--- config.mk ---
export PLATFORM = sky130hd
export DESIGN_NAME = prog_clk_divider
export DESIGN_NICKNAME = d
export VERILOG_FILES = /design/src/rtl/prog_clk_divider_pkg.sv /design/src/rtl/prog_clk_divider_ch.sv /design/src/rtl/prog_clk_divider.sv
export SDC_FILE = /design/constraint.sdc
export NUM_CORES = 2
export LEC_CHECK = 0
export CAP_MARGIN = 20
export CORE_MARGIN = 2
export CORE_UTILIZATION = 50
export DETAILED_ROUTE_END_ITERATION = 8
export GPL_TIMING_DRIVEN = 0
export PLACE_DENSITY = 0.75
export REMOVE_ABC_BUFFERS = 1
export SLEW_MARGIN = 20
export SYNTH_ARGS = -nofsm -noshare
export SYNTH_HDL_FRONTEND = slang
export SYNTH_SLANG_ARGS = --single-unit
--- constraint.sdc ---
create_clock -name clk -period 19.5 [get_ports clk]
set_input_delay 3.9 -clock clk [delete_from_list [all_inputs] [get_ports clk]]
set_output_delay 3.9 -clock clk [all_outputs]
set_load 0.05 [all_outputs]
--- src/rtl/prog_clk_divider_pkg.sv ---
// Shared constants for the programmable clock divider.
package prog_clk_divider_pkg;

    localparam int unsigned DEF_DIV  = 25_000_000;
    localparam int unsigned CH_IDX_W = 4;

endpackage

--- src/rtl/prog_clk_divider_ch.sv ---
// One divider channel: active/shadow period pair, counter and registered outputs.
module prog_clk_divider_ch #(
    parameter int unsigned CNT_W   = 25,
    parameter int unsigned DEF_DIV = prog_clk_divider_pkg::DEF_DIV
) (
    input  logic             clk,
    input  logic             reset,
    input  logic             en,
    input  logic             wr,
    input  logic [CNT_W-1:0] wr_div,
    input  logic [CNT_W-1:0] wr_high,
    output logic             clk_out,
    output logic             tick
);

    localparam logic [CNT_W-1:0] RST_DIV  = CNT_W'(DEF_DIV);
    localparam logic [CNT_W-1:0] RST_HIGH = CNT_W'(DEF_DIV / 2);

    logic [CNT_W-1:0] cnt, div_a, high_a, div_s, high_s;
    logic             pending, run_q;

    logic [CNT_W-1:0] cnt_nxt, div_a_nxt, high_a_nxt, div_s_nxt, high_s_nxt;
    logic             pending_nxt, period_start;

    // A period starts on the first enabled cycle or when the counter reaches its last step.
    always_comb begin
        period_start = en && (!run_q || (cnt >= div_a - CNT_W'(1)));
        cnt_nxt      = '0;
        div_a_nxt    = div_a;
        high_a_nxt   = high_a;
        div_s_nxt    = div_s;
        high_s_nxt   = high_s;
        pending_nxt  = pending;

        if (period_start && pending) begin
            div_a_nxt   = div_s;
            high_a_nxt  = high_s;
            pending_nxt = 1'b0;
        end

        if (en && !period_start) begin
            cnt_nxt = cnt + CNT_W'(1);
        end

        // New values land after the boundary swap, so a write coinciding with a wrap waits one period.
        if (wr) begin
            div_s_nxt  = wr_div;
            high_s_nxt = wr_high;
            if (en) begin
                pending_nxt = 1'b1;
            end else begin
                div_a_nxt   = wr_div;
                high_a_nxt  = wr_high;
                pending_nxt = 1'b0;
            end
        end
    end

    always_ff @(posedge clk or posedge reset) begin
        if (reset) begin
            cnt     <= '0;
            div_a   <= RST_DIV;
            high_a  <= RST_HIGH;
            div_s   <= RST_DIV;
            high_s  <= RST_HIGH;
            pending <= 1'b0;
            run_q   <= 1'b0;
            clk_out <= 1'b0;
            tick    <= 1'b0;
        end else begin
            cnt     <= cnt_nxt;
            div_a   <= div_a_nxt;
            high_a  <= high_a_nxt;
            div_s   <= div_s_nxt;
            high_s  <= high_s_nxt;
            pending <= pending_nxt;
            run_q   <= en;
            clk_out <= en && (cnt_nxt < high_a_nxt);
            tick    <= period_start;
        end
    end

endmodule

--- src/rtl/prog_clk_divider.sv ---
// Multi-channel programmable clock divider: write decode, ack/err and channel array.
module prog_clk_divider #(
    parameter int unsigned NUM_CH  = 4,
    parameter int unsigned CNT_W   = 25,
    parameter int unsigned DEF_DIV = prog_clk_divider_pkg::DEF_DIV
) (
    input  logic                                    clk,
    input  logic                                    reset,
    input  logic [NUM_CH-1:0]                       en,
    input  logic                                    wr_en,
    input  logic [prog_clk_divider_pkg::CH_IDX_W-1:0] wr_ch,
    input  logic [CNT_W-1:0]                        wr_div,
    input  logic [CNT_W-1:0]                        wr_high,
    output logic                                    wr_ack,
    output logic                                    wr_err,
    output logic [NUM_CH-1:0]                       clk_out,
    output logic [NUM_CH-1:0]                       tick
);

    import prog_clk_divider_pkg::*;

    logic              wr_ok_c;
    logic [NUM_CH-1:0] ch_wr_c;

    always_comb begin
        wr_ok_c = (32'(wr_ch) < NUM_CH) && (wr_div >= CNT_W'(2));
    end

    always_ff @(posedge clk or posedge reset) begin
        if (reset) begin
            wr_ack <= 1'b0;
            wr_err <= 1'b0;
        end else begin
            wr_ack <= wr_en && wr_ok_c;
            wr_err <= wr_en && !wr_ok_c;
        end
    end

    for (genvar i = 0; i < NUM_CH; i++) begin : g_ch
        assign ch_wr_c[i] = wr_en && wr_ok_c && (wr_ch == CH_IDX_W'(i));

        prog_clk_divider_ch #(
            .CNT_W   (CNT_W),
            .DEF_DIV (DEF_DIV)
        ) u_ch (
            .clk     (clk),
            .reset   (reset),
            .en      (en[i]),
            .wr      (ch_wr_c[i]),
            .wr_div  (wr_div),
            .wr_high (wr_high),
            .clk_out (clk_out[i]),
            .tick    (tick[i])
        );
    end

endmodule
==> summary.md <==
| Metric | Value |
|---|---|
| Commonest non-fill, non-tap cell in the layout | dfrtp_1 |
| Status | finished clean |
| Post-CTS Resized | 0 |
| Crit share post-route | 48.3% |
| Largest net degree at the start of global routing | 109 |
| Setup crit end kind | flip-flop |
| Post-DP HPWL | 50000 um |
| PortBufs | 70 |
| Hold Path Class | reg -> reg |
| Synth warnings | 0 |
| Reg2Reg Launch Point | g_ch[1].u_ch.div_a[2]$_DFF_PP0_ |
| WP data arrival | 9.93 ns |
| Leak pwr | 14.7 nW |
| Layout cells sized above 1 | 19.5% |
| Syn Inst Count | 2762 |
| Final core utilization | 57.1% |
| Pre-CTS setup slack | 9.62 ns |
| CTS tree | yes |
| Worst setup path startpoint | wr_div[17] |
| Synthesized area | 0.0288 sq mm |
| Setup Viol. Count Final | 0 |
| Peak Freq | 106 MHz |
| Main flop type after synthesis | dfrtp_1 |
| Worst IR drop on VDD | 74.0 uV |
| Async set or reset register ratio after synthesis | 100% |
| Worst Path Max Fanout | 42 |
| Seq/Total Area, Yosys | 45.9% |
| Final hold vios | 0 |
| H-tree levels | 2 |
| Yosys top cell by area | dfrtp_1 |
| Worst rel slew slack | 36.1% |
| Area grow syn2layout | 12.5% |
| Critical path class | in -> reg |
| Power Density | 110 mW/mm^2 |
| Yosys reg bits | 518 |
| DR vias/cell | 5.83 |
| Root Driver | clkbuf_16 |
| CTS Buf Count | 53 |
| Longest Clk Path Bufs | 3 |
| CP bufs+invs | 4 |
| Fillers | 4691 |
| Core Area | 0.0566 sq mm |
| Routed wire length | 72000 um |
| Most used cell, CP | o2111ai_1 |
| DR vias | 21000 |
| Sum Neg Setup Slack | 0 ns |
| Top cell type's share of synthesized area | 28.4% |
| First-pass GRT wire length | 115000 um |
| Most frequent cells in the layout | dfrtp_1, nand2_1, nor2_1, ha_1, dfstp_2 |
| Gpl congestion | 0.874 |
| Crit-path leading delay family | compound AO/OA/AOI/OAI gates |
| Nets | 3058 |
| Final Skew | 0.0115 ns |
| Post-CTS setup buffer count | 0 |
| Hold Startpoint | g_ch[0].u_ch.div_s[13]$_DFFE_PP1P_ |
| Row Count | 87 |
| Tot GR Track Use | 24.4% |
| Die W | 244 um |
| Antenna fix cells | 0 |
| Maxcap violations | 0 |
| Clk pin slew, worst setup/hold paths | 0.06 ns |
| Die ar. | 0.0594 sq mm |
| Fin cells | 3594 |
| Worst Tran Pin Value | 0.956 ns |
| Initial DRC count | 1539 |
| Starting density of the core | 50.8% |
| Crit-path slowest cell | clkdlybuf4s50_1 |
| Synth unique cells | 74 |
| Required time of the worst setup path | 20.01 ns |
| Slew Limit Fails | 0 |
| Number of global-route vias before repair | 21500 |
| Remaining DRCs | 0 |
| CP Cell Sequence | clkdlybuf4s50_1, nor4_1, nand4_1, o211ai_2, nor3b_4, buf_6, nor2b_4, buf_16, buf_12, nand2_1, o21a_1, ha_1, a2111oi_0, a21oi_1, o2111ai_1, o2111ai_1, a211oi_1, o211ai_1, o21ai_1 |
| CP peak stage delay | 0.99 ns |
| # IOs | 71 |
| Clk sink count | 518 |
| WL/cell | 20.0 um |
| Post-route ant nets | 0 |
| Count of flip-flops with a built-in enable after synthesis | 0 |
| Cells after DPL | 3494 |
| Critical Path Source Type | input pin |
| Gr ovfl total | 0 |
| Final worst slack | 10.08 ns |
| Initial antenna violation count | 5 |
| Final worst path period need | 9.42 ns |
| Syn avg cell area | 10.4 sq um |
| RSZ-0062 raised after global routing | no |
| Cts hold-fix bufs | 0 |
| Clk Latency, worst-skew pair | 0.61 ns |
| DRT Pass-1 Iters | 5 |
| Die height | 244 um |
| Top post-synthesis cells by area | dfrtp_1, dfstp_2, ha_1 |
==> registers in the layout, indices dropped and copies added, names as in the netlist <==
register / cells
wr_ack: 1
g_ch.u_ch.run_q: 4
g_ch.u_ch.pending: 4
g_ch.u_ch.high_s: 100
g_ch.u_ch.tick: 4
g_ch.u_ch.clk_out: 4
wr_err: 1
g_ch.u_ch.cnt: 100
g_ch.u_ch.div_s: 100
g_ch.u_ch.div_a: 100
g_ch.u_ch.high_a: 100
==> worst reg2reg max path: cells and delay by family, from the launching register on <==
family                     cells  cell delay (ns)
muxes                          1             0.30
and+or+nand+nor               11             3.23
buffers and inverters          1             0.28
AOI/OAI and AO/OA             10             2.47
DFF                            1             0.42
adders and majority gates      2             0.56
xor gates and xnor gates       1             0.18
==> through the flow <==
| step | power, mW | instance area, sq um | hold WS, ns |
|---|---|---|---|
| final | 3.56 | 32300 | 0.484 |
| after global routing | 3.77 | 32300 | 0.505 |
| after CTS | 3.58 | 32300 | 0.485 |
| after detailed placement | 2.47 | 30500 | 0.474 |
| after global placement | 2.40 | 29700 | 0.467 |
| after floorplan | 2.22 | 28100 | 0.458 |
==> final cells by class <==
class	instances	area (sq um)	share of cell area (%)
tap	756	946	2.92
timing repair buffer	117	1360	4.20
clock buffer	80	1600	4.95
sequential	518	13200	40.8
clock inverter	20	285	0.882
inverter	57	221	0.685
multi-input combinational	2046	14700	45.5
==> Yosys cell counts, types with 4 or more instances <==
cell      instances
dfrtp_1         326
nand2_1         277
nor2_1          231
ha_1            204
dfstp_2         192
mux2_2          190
mux2i_1         150
nand3_1         148
a21oi_1         119
xnor2_1          94
xor2_1           79
clkbuf_1         76
o21ai_0          76
a21o_1           75
and3_1           58
inv_1            56
o21ai_1          43
nand4_1          38
nor3_1           32
nor4_1           31
buf_2            29
o21a_1           29
or3_1            22
buf_4            19
nor2b_1          16
and4_1           11
mux2_1           11
a211oi_1         10
and2_1            9
buf_1             9
nand2b_1          9
or4_1             9
nand3b_1          7
o211ai_1          6
clkbuf_2          5
or4_4             4
==> cells by family after synthesis <==
kind of cell,synth area share (%)
adder cells (fa/ha/maj),8.88
buffers and inverters,3.06
multiplexers,13.1
AND/OR/NAND/NOR,15.3
XOR/XNOR,5.27
AO/OA/AOI/OAI,8.45
flip-flops,45.9
==> per-layer routing <==
layer | wire [um] | global-route usage (%) | up-vias
met5 | 0 | 0 | -
met4 | 4060 | 12.3 | 0
met3 | 4270 | 4.36 | 162
met2 | 33700 | 40.1 | 528
met1 | 30000 | 30.9 | 10400
li1 | - | - | 9833
==> final timing paths <==
check	to	slack (ns)	cells after the start
min in group asynchronous	g_ch[0].u_ch.high_s[24]$_DFFE_PP0P_	3.69	2
max in group asynchronous	g_ch[3].u_ch.div_a[11]$_DFF_PP1_	14.53	4
setup reg to reg	g_ch[1].u_ch.clk_out$_DFF_PP0_	11.97	26
hold reg to reg	g_ch[0].u_ch.div_a[13]$_DFF_PP1_	0.48	2
hold / removal	g_ch[0].u_ch.div_a[13]$_DFF_PP1_	0.48	2
setup / recovery	g_ch[1].u_ch.clk_out$_DFF_PP0_	10.08	19
==> power by group <==
part | switching (mW) | internal, mW | total [mW] | leakage, nW
Combinational | 0.453 | 0.424 | 0.877 | 7.55
Clock | 0.437 | 0.659 | 1.10 | 0.932
Sequential | 0.172 | 1.41 | 1.58 | 6.20
No activity file was read; power rests on OpenSTA's default activity.
